**config.mk**
```make
export PLATFORM = sky130hd
export DESIGN_NAME = uart_program_loader
export DESIGN_NICKNAME = d
export VERILOG_FILES = /design/src/rtl/uart_program_loader.sv
export SDC_FILE = /design/constraint.sdc
export NUM_CORES = 1
export LEC_CHECK = 0
export ABC_AREA = 0
export BUFFER_PORTS_ARGS = -buffer_cell sky130_fd_sc_hd__buf_4
export CORE_AREA = 2 2 117 119
export DETAILED_ROUTE_END_ITERATION = 10
export DIE_AREA = 0 0 119 121
export SLEW_MARGIN = 10
export SYNTH_ARGS = -nofsm -noshare
export SYNTH_HDL_FRONTEND = slang
export SYNTH_SLANG_ARGS = --single-unit
```
**constraint.sdc**
```tcl
create_clock -name clock -period 2.3 [get_ports clock]
set_clock_uncertainty 0.15 [all_clocks]
set_input_delay 0.69 -clock clock [delete_from_list [all_inputs] [get_ports clock]]
set_output_delay 0.69 -clock clock [all_outputs]
set_load 0.02 [all_outputs]
```
**src/rtl/uart_program_loader.sv**
```systemverilog
// ============================================================================
//  Module   : uart_program_loader
//  Purpose  : Decodes LOAD/RUN byte commands from the UART receiver and writes
//             little-endian 32-bit words sequentially into instruction memory.
//             Optional idle-byte timeout enabled by defining LOADER_TIMEOUT_EN.
//  Revision : 1.0 - initial release
// ============================================================================
`timescale 1ns/1ps
`default_nettype none

module uart_program_loader #(
    parameter int NB_DATA        = 8,
    parameter int NB_WORD        = 32,
    parameter int NB_ADDR        = 8,
    parameter int TIMEOUT_CYCLES = 1_000_000
) (
    input  logic               clock,
    input  logic               reset,
    input  logic               rx_done_tick,
    input  logic [NB_DATA-1:0] din,
    output logic               mem_wr_en,
    output logic [NB_ADDR-1:0] mem_addr,
    output logic [NB_WORD-1:0] mem_wr_data,
    output logic               busy,
    output logic               load_done,
    output logic               run_start,
    output logic               err
);

    localparam int                 c_lanes    = NB_WORD / NB_DATA;
    localparam int                 c_idx_w    = (c_lanes > 1) ? $clog2(c_lanes) : 1;
    localparam logic [c_idx_w-1:0] c_last_idx = c_idx_w'(c_lanes - 1);
    localparam logic [NB_DATA-1:0] c_cmd_load = NB_DATA'(1);
    localparam logic [NB_DATA-1:0] c_cmd_run  = NB_DATA'(2);

    generate
        if (NB_WORD != 4 * NB_DATA || TIMEOUT_CYCLES < 2) begin : g_bad_params
            $error("uart_program_loader: NB_WORD must be 4*NB_DATA and TIMEOUT_CYCLES >= 2");
        end
    endgenerate

    typedef enum logic [2:0] {
        S_IDLE      = 3'd0,
        S_GET_COUNT = 3'd1,
        S_GET_BYTE  = 3'd2,
        S_WRITE     = 3'd3,
        S_DONE      = 3'd4
    } state_t;

    state_t               state_q;
    logic [NB_DATA-1:0]   count_q;
    logic [NB_DATA-1:0]   word_cnt_q;
    logic [NB_DATA:0]     word_cnt_d;
    logic [c_idx_w-1:0]   idx_q;
    logic [NB_WORD-1:0]   word_q;
    logic                 mem_wr_en_q;
    logic [NB_ADDR-1:0]   mem_addr_q;
    logic [NB_WORD-1:0]   mem_wr_data_q;
    logic                 busy_q;
    logic                 load_done_q;
    logic                 run_start_q;
    logic                 err_q;
    logic                 timeout;

    assign word_cnt_d = {1'b0, word_cnt_q} + 1'b1;

`ifdef LOADER_TIMEOUT_EN
    localparam int c_tmo_w = $clog2(TIMEOUT_CYCLES);

    logic [c_tmo_w-1:0] tmo_cnt_q;
    logic               waiting;

    assign waiting = (state_q == S_GET_COUNT) || (state_q == S_GET_BYTE);
    assign timeout = waiting && (tmo_cnt_q == c_tmo_w'(TIMEOUT_CYCLES - 1));

    always_ff @(posedge clock or negedge reset) begin
        if (!reset) begin
            tmo_cnt_q <= '0;
        end else if (rx_done_tick || !waiting || timeout) begin
            tmo_cnt_q <= '0;
        end else begin
            tmo_cnt_q <= tmo_cnt_q + 1'b1;
        end
    end
`else
    assign timeout = 1'b0;
`endif

    always_ff @(posedge clock or negedge reset) begin
        if (!reset) begin
            state_q       <= S_IDLE;
            count_q       <= '0;
            word_cnt_q    <= '0;
            idx_q         <= '0;
            word_q        <= '0;
            mem_wr_en_q   <= 1'b0;
            mem_addr_q    <= '0;
            mem_wr_data_q <= '0;
            busy_q        <= 1'b0;
            load_done_q   <= 1'b0;
            run_start_q   <= 1'b0;
            err_q         <= 1'b0;
        end else begin
            mem_wr_en_q <= 1'b0;
            load_done_q <= 1'b0;
            run_start_q <= 1'b0;
            err_q       <= 1'b0;

            // Address advances in the cycle after the write strobe it accompanied.
            if (mem_wr_en_q) begin
                mem_addr_q <= mem_addr_q + 1'b1;
            end

            case (state_q)
                S_IDLE: begin
                    if (rx_done_tick) begin
                        if (din == c_cmd_load) begin
                            state_q    <= S_GET_COUNT;
                            busy_q     <= 1'b1;
                            mem_addr_q <= '0;
                        end else if (din == c_cmd_run) begin
                            run_start_q <= 1'b1;
                        end else begin
                            err_q <= 1'b1;
                        end
                    end
                end

                S_GET_COUNT: begin
                    if (rx_done_tick) begin
                        if (din == '0) begin
                            err_q   <= 1'b1;
                            busy_q  <= 1'b0;
                            state_q <= S_IDLE;
                        end else begin
                            count_q    <= din;
                            idx_q      <= '0;
                            word_cnt_q <= '0;
                            state_q    <= S_GET_BYTE;
                        end
                    end else if (timeout) begin
                        err_q   <= 1'b1;
                        busy_q  <= 1'b0;
                        state_q <= S_IDLE;
                    end
                end

                S_GET_BYTE: begin
                    if (rx_done_tick) begin
                        word_q[idx_q*NB_DATA +: NB_DATA] <= din;
                        if (idx_q == c_last_idx) begin
                            state_q <= S_WRITE;
                        end else begin
                            idx_q <= idx_q + 1'b1;
                        end
                    end else if (timeout) begin
                        err_q   <= 1'b1;
                        busy_q  <= 1'b0;
                        state_q <= S_IDLE;
                    end
                end

                S_WRITE: begin
                    mem_wr_en_q   <= 1'b1;
                    mem_wr_data_q <= word_q;
                    word_cnt_q    <= word_cnt_d[NB_DATA-1:0];
                    if (word_cnt_d == {1'b0, count_q}) begin
                        state_q <= S_DONE;
                    end else begin
                        idx_q   <= '0;
                        state_q <= S_GET_BYTE;
                    end
                end

                S_DONE: begin
                    load_done_q <= 1'b1;
                    busy_q      <= 1'b0;
                    state_q     <= S_IDLE;
                end

                default: begin
                    busy_q  <= 1'b0;
                    state_q <= S_IDLE;
                end
            endcase
        end
    end

    assign mem_wr_en   = mem_wr_en_q;
    assign mem_addr    = mem_addr_q;
    assign mem_wr_data = mem_wr_data_q;
    assign busy        = busy_q;
    assign load_done   = load_done_q;
    assign run_start   = run_start_q;
    assign err         = err_q;

endmodule

`default_nettype wire

```
==> impl_metrics.ini <==
[synthesis]
synth-seq-cells = 98
synthMuxAreaShare_pct = 2.043
mappedNetlistArea_mm2 = 0.004349
synthXorXnorAreaFrac_pct = 4.200
synth-compound-area-share_pct = 9.379
async_flop_share_pct = 100.0
ys_seq_area_share_pct = 56.39
yosysTopAreaCell = dfrtp_1
synth_most_common_cell = nand2_1
synth_edf_count = 0
synth_top_area_share_pct = 56.39
synth.avg_cell_area_um2 = 9.455
synth_area_leaders = dfrtp_1 56%, nand2_1 15%, o21ai_0 5.4%, ha_1 2.3%, mux2_2 1.8%
ys_warn_count = 0
synth_adder_area_share_pct = 2.301
ys_types = 44
synth_simple_gate_area_share_pct = 23.25
syn_inst = 460
synth_top_family_by_area = simple AND/OR/NAND/NOR gates
synthesis.nets = 479
synthTopCellsByCount = 179 x nand2_1, 98 x dfrtp_1, 47 x o21ai_0
synth_flop_cell = dfrtp_1

[floorplan]
dieArea_mm2 = 0.01440
die_w_um = 119
num_rows = 42
ioPinCount = 56
coreArea_mm2 = 0.01309
die_y_um = 121
initial_utilization_pct = 33.24

[power]
ir_drop_mv = 0.3573
cellLeakagePower_nw = 2.617
p_per_area_mw_per_mm2 = 1210

[layout]
seqCellArea_mm2 = 0.002452
multi_input_area_mm2 = 0.001790
instances_no_fill = 713
syn_to_final_growth_pct = 24.65
final_area_mm2 = 0.005421
fin_util_pct = 41.43
fillers = 1309
layout-drive-gt1-share_pct = 19.74
final_nets = 552
num_antenna_cells = 0

[place]
io_buffer_count = 55
place_area_mm2 = 0.005135
dp_cells = 698
dp_hpwl_um = 7078
gp_congestion = 0.8837
pre_cts_ws_ns = -0.01251

[critical_path]
worst_ep_required_time_ns = 2.38
r2r_setup_slack_ns = 0.14
critPathCaptureType = flip-flop
cp_max_fo = 5
r2r_start = word_cnt_q[0]
crit_chain = ha_1 -> xnor3_1 -> o2111ai_1 -> a2111oi_4 -> o21ai_2 -> o31a_1
r2r_cells = 6
slowest_delay_ns = 0.42
worst_path_max_delay_cell = dfrtp_1
crit_type = reg2reg
cp.arrival_ns = 2.23
start_kind = flip-flop
r2r-end = state_q[1]

[cts]
cts_buffers = 9
cts_tree = done
cts.path.max_buffers = 2
clkLatencyLatePin_ns = 0.34
clock_sinks = 98
hold_buffers = 0
ctsResizeCount = 0
cts_setup_buffers = 0
path_clk_slew_ns = 0.07
htreeDepth = 3
root_buffer = clkbuf_16

[routing]
vias_per_cell = 4.679
antenna_left = 0
drc_errors = 0
first_pass_iters = 4
wl_per_cell_um = 13.79
route.vias.total = 3336
drt_wl_total_um = 9829
drt_iter0_drc = 217

[job]
maxCapViolCount = 0

[sta]
fin_crit_ns = 2.156
fin_ws_ns = 0.1444
max_freq_ghz = 0.4639
slew_headroom_pct = 66.37
finalSetupViolations = 0
rsz0062_at_grt = false
fin_crit_sh_pct = 93.72
max_slew.worst_pin.slew_ns = 0.4974
hold_violations = 0
slew_viol_final = 0

[global_routing]
grt_pass1_vias = 3432
overflow = 0
grt_pass1_wl_um = 16600
grt_max_degree = 48
antenna_found_initial = 0
grt_usage_pct = 14.66

[status]
status = complete, no violations

[worst_hold_path]
min_path_type = in2async
[how the worst max path moves through the flow]
stage	from	to	slack (ns)	cells after the start
floorplan	din[4]	idx_q[1]	0.17	5
global placement	din[4]	idx_q[1]	0.02	6
detailed placement	din[4]	idx_q[1]	-0.01	6
CTS	word_cnt_q[0]	state_q[1]	0.14	6
global route	state_q[2]	word_q[17]	0.02	5
finish	word_cnt_q[0]	state_q[1]	0.14	6
[routing by layer]
metal / vias to the layer above / track usage [%] / part of all wire [%]
met5: - / 0 / 0
met4: 0 / 6.324 / 1.8
met3: 13 / 2.679 / 3.9
met2: 63 / 23.38 / 47
met1: 1593 / 19.64 / 48
li1: 1667 / - / -
[metrics by stage]
step | hold WS, ns | total power (W) | TNS, ns
floorplan | 0.2444 | 0.004227 | 0
global placement | 0.3061 | 0.005073 | 0
detailed placement | 0.3073 | 0.005148 | -0.01251
CTS | 0.1103 | 0.006630 | 0
global route | 0.1160 | 0.007054 | 0
finish | 0.1015 | 0.006559 | 0
[final cells by class]
| type | instances | area share, % |
|---|---|---|
| multi-input cells | 335 | 33.03 |
| clock buffers | 11 | 4.293 |
| clock inverters | 4 | 0.9924 |
| repair buffers | 80 | 11.77 |
| inverters | 9 | 0.6231 |
| flip-flops and latches | 98 | 45.23 |
| well taps | 176 | 4.062 |
[sequential cells by signal (all words and copies together) (netlist names)]
| name | flops |
|---|---|
| state_q | 3 |
| err | 1 |
| word_q | 32 |
| busy | 1 |
| mem_addr | 8 |
| idx_q | 2 |
| mem_wr_en | 1 |
| run_start | 1 |
| load_done | 1 |
| count_q | 8 |
| mem_wr_data | 32 |
| word_cnt_q | 8 |
[cells in the final DEF (no fill, tap or decap), drive strengths merged, types with 2 or more instances in the layout]
cell	count
a21oi	5
a31oi	4
and2	2
and3	2
buf	80
clkbuf	11
clkinvlp	2
dfrtp	98
ha	8
inv	9
mux2	7
nand2	179
nand3	6
nand4	7
nor2	18
nor2b	2
nor3	5
nor3b	5
nor4	2
o21a	2
o21ai	48
or3	4
xnor2	6
xnor3	3
xor2	7
[worst max-delay path, delay by kind of cell (launching register included)]
family                     cells  cell delay (ns)
DFF                            1             0.42
adders and majority gates      1             0.28
AOI/OAI and AO/OA              4             0.80
xor gates and xnor gates       1             0.38
[power breakdown]
part / leakage, nW / internal [W] / switching [W]
registers: 1.30 / 0.00232 / 0.000465
logic: 1.18 / 0.00104 / 0.00126
clock network: 0.132 / 0.000840 / 0.000626
[cells by family after synthesis]
logic type | Yosys count
buf+inv | 27
mux | 8
compound gates | 68
xor+xnor | 16
fa+ha+maj | 8
simple gates | 235
flops | 98
No activity file was read; power rests on OpenSTA's default activity.
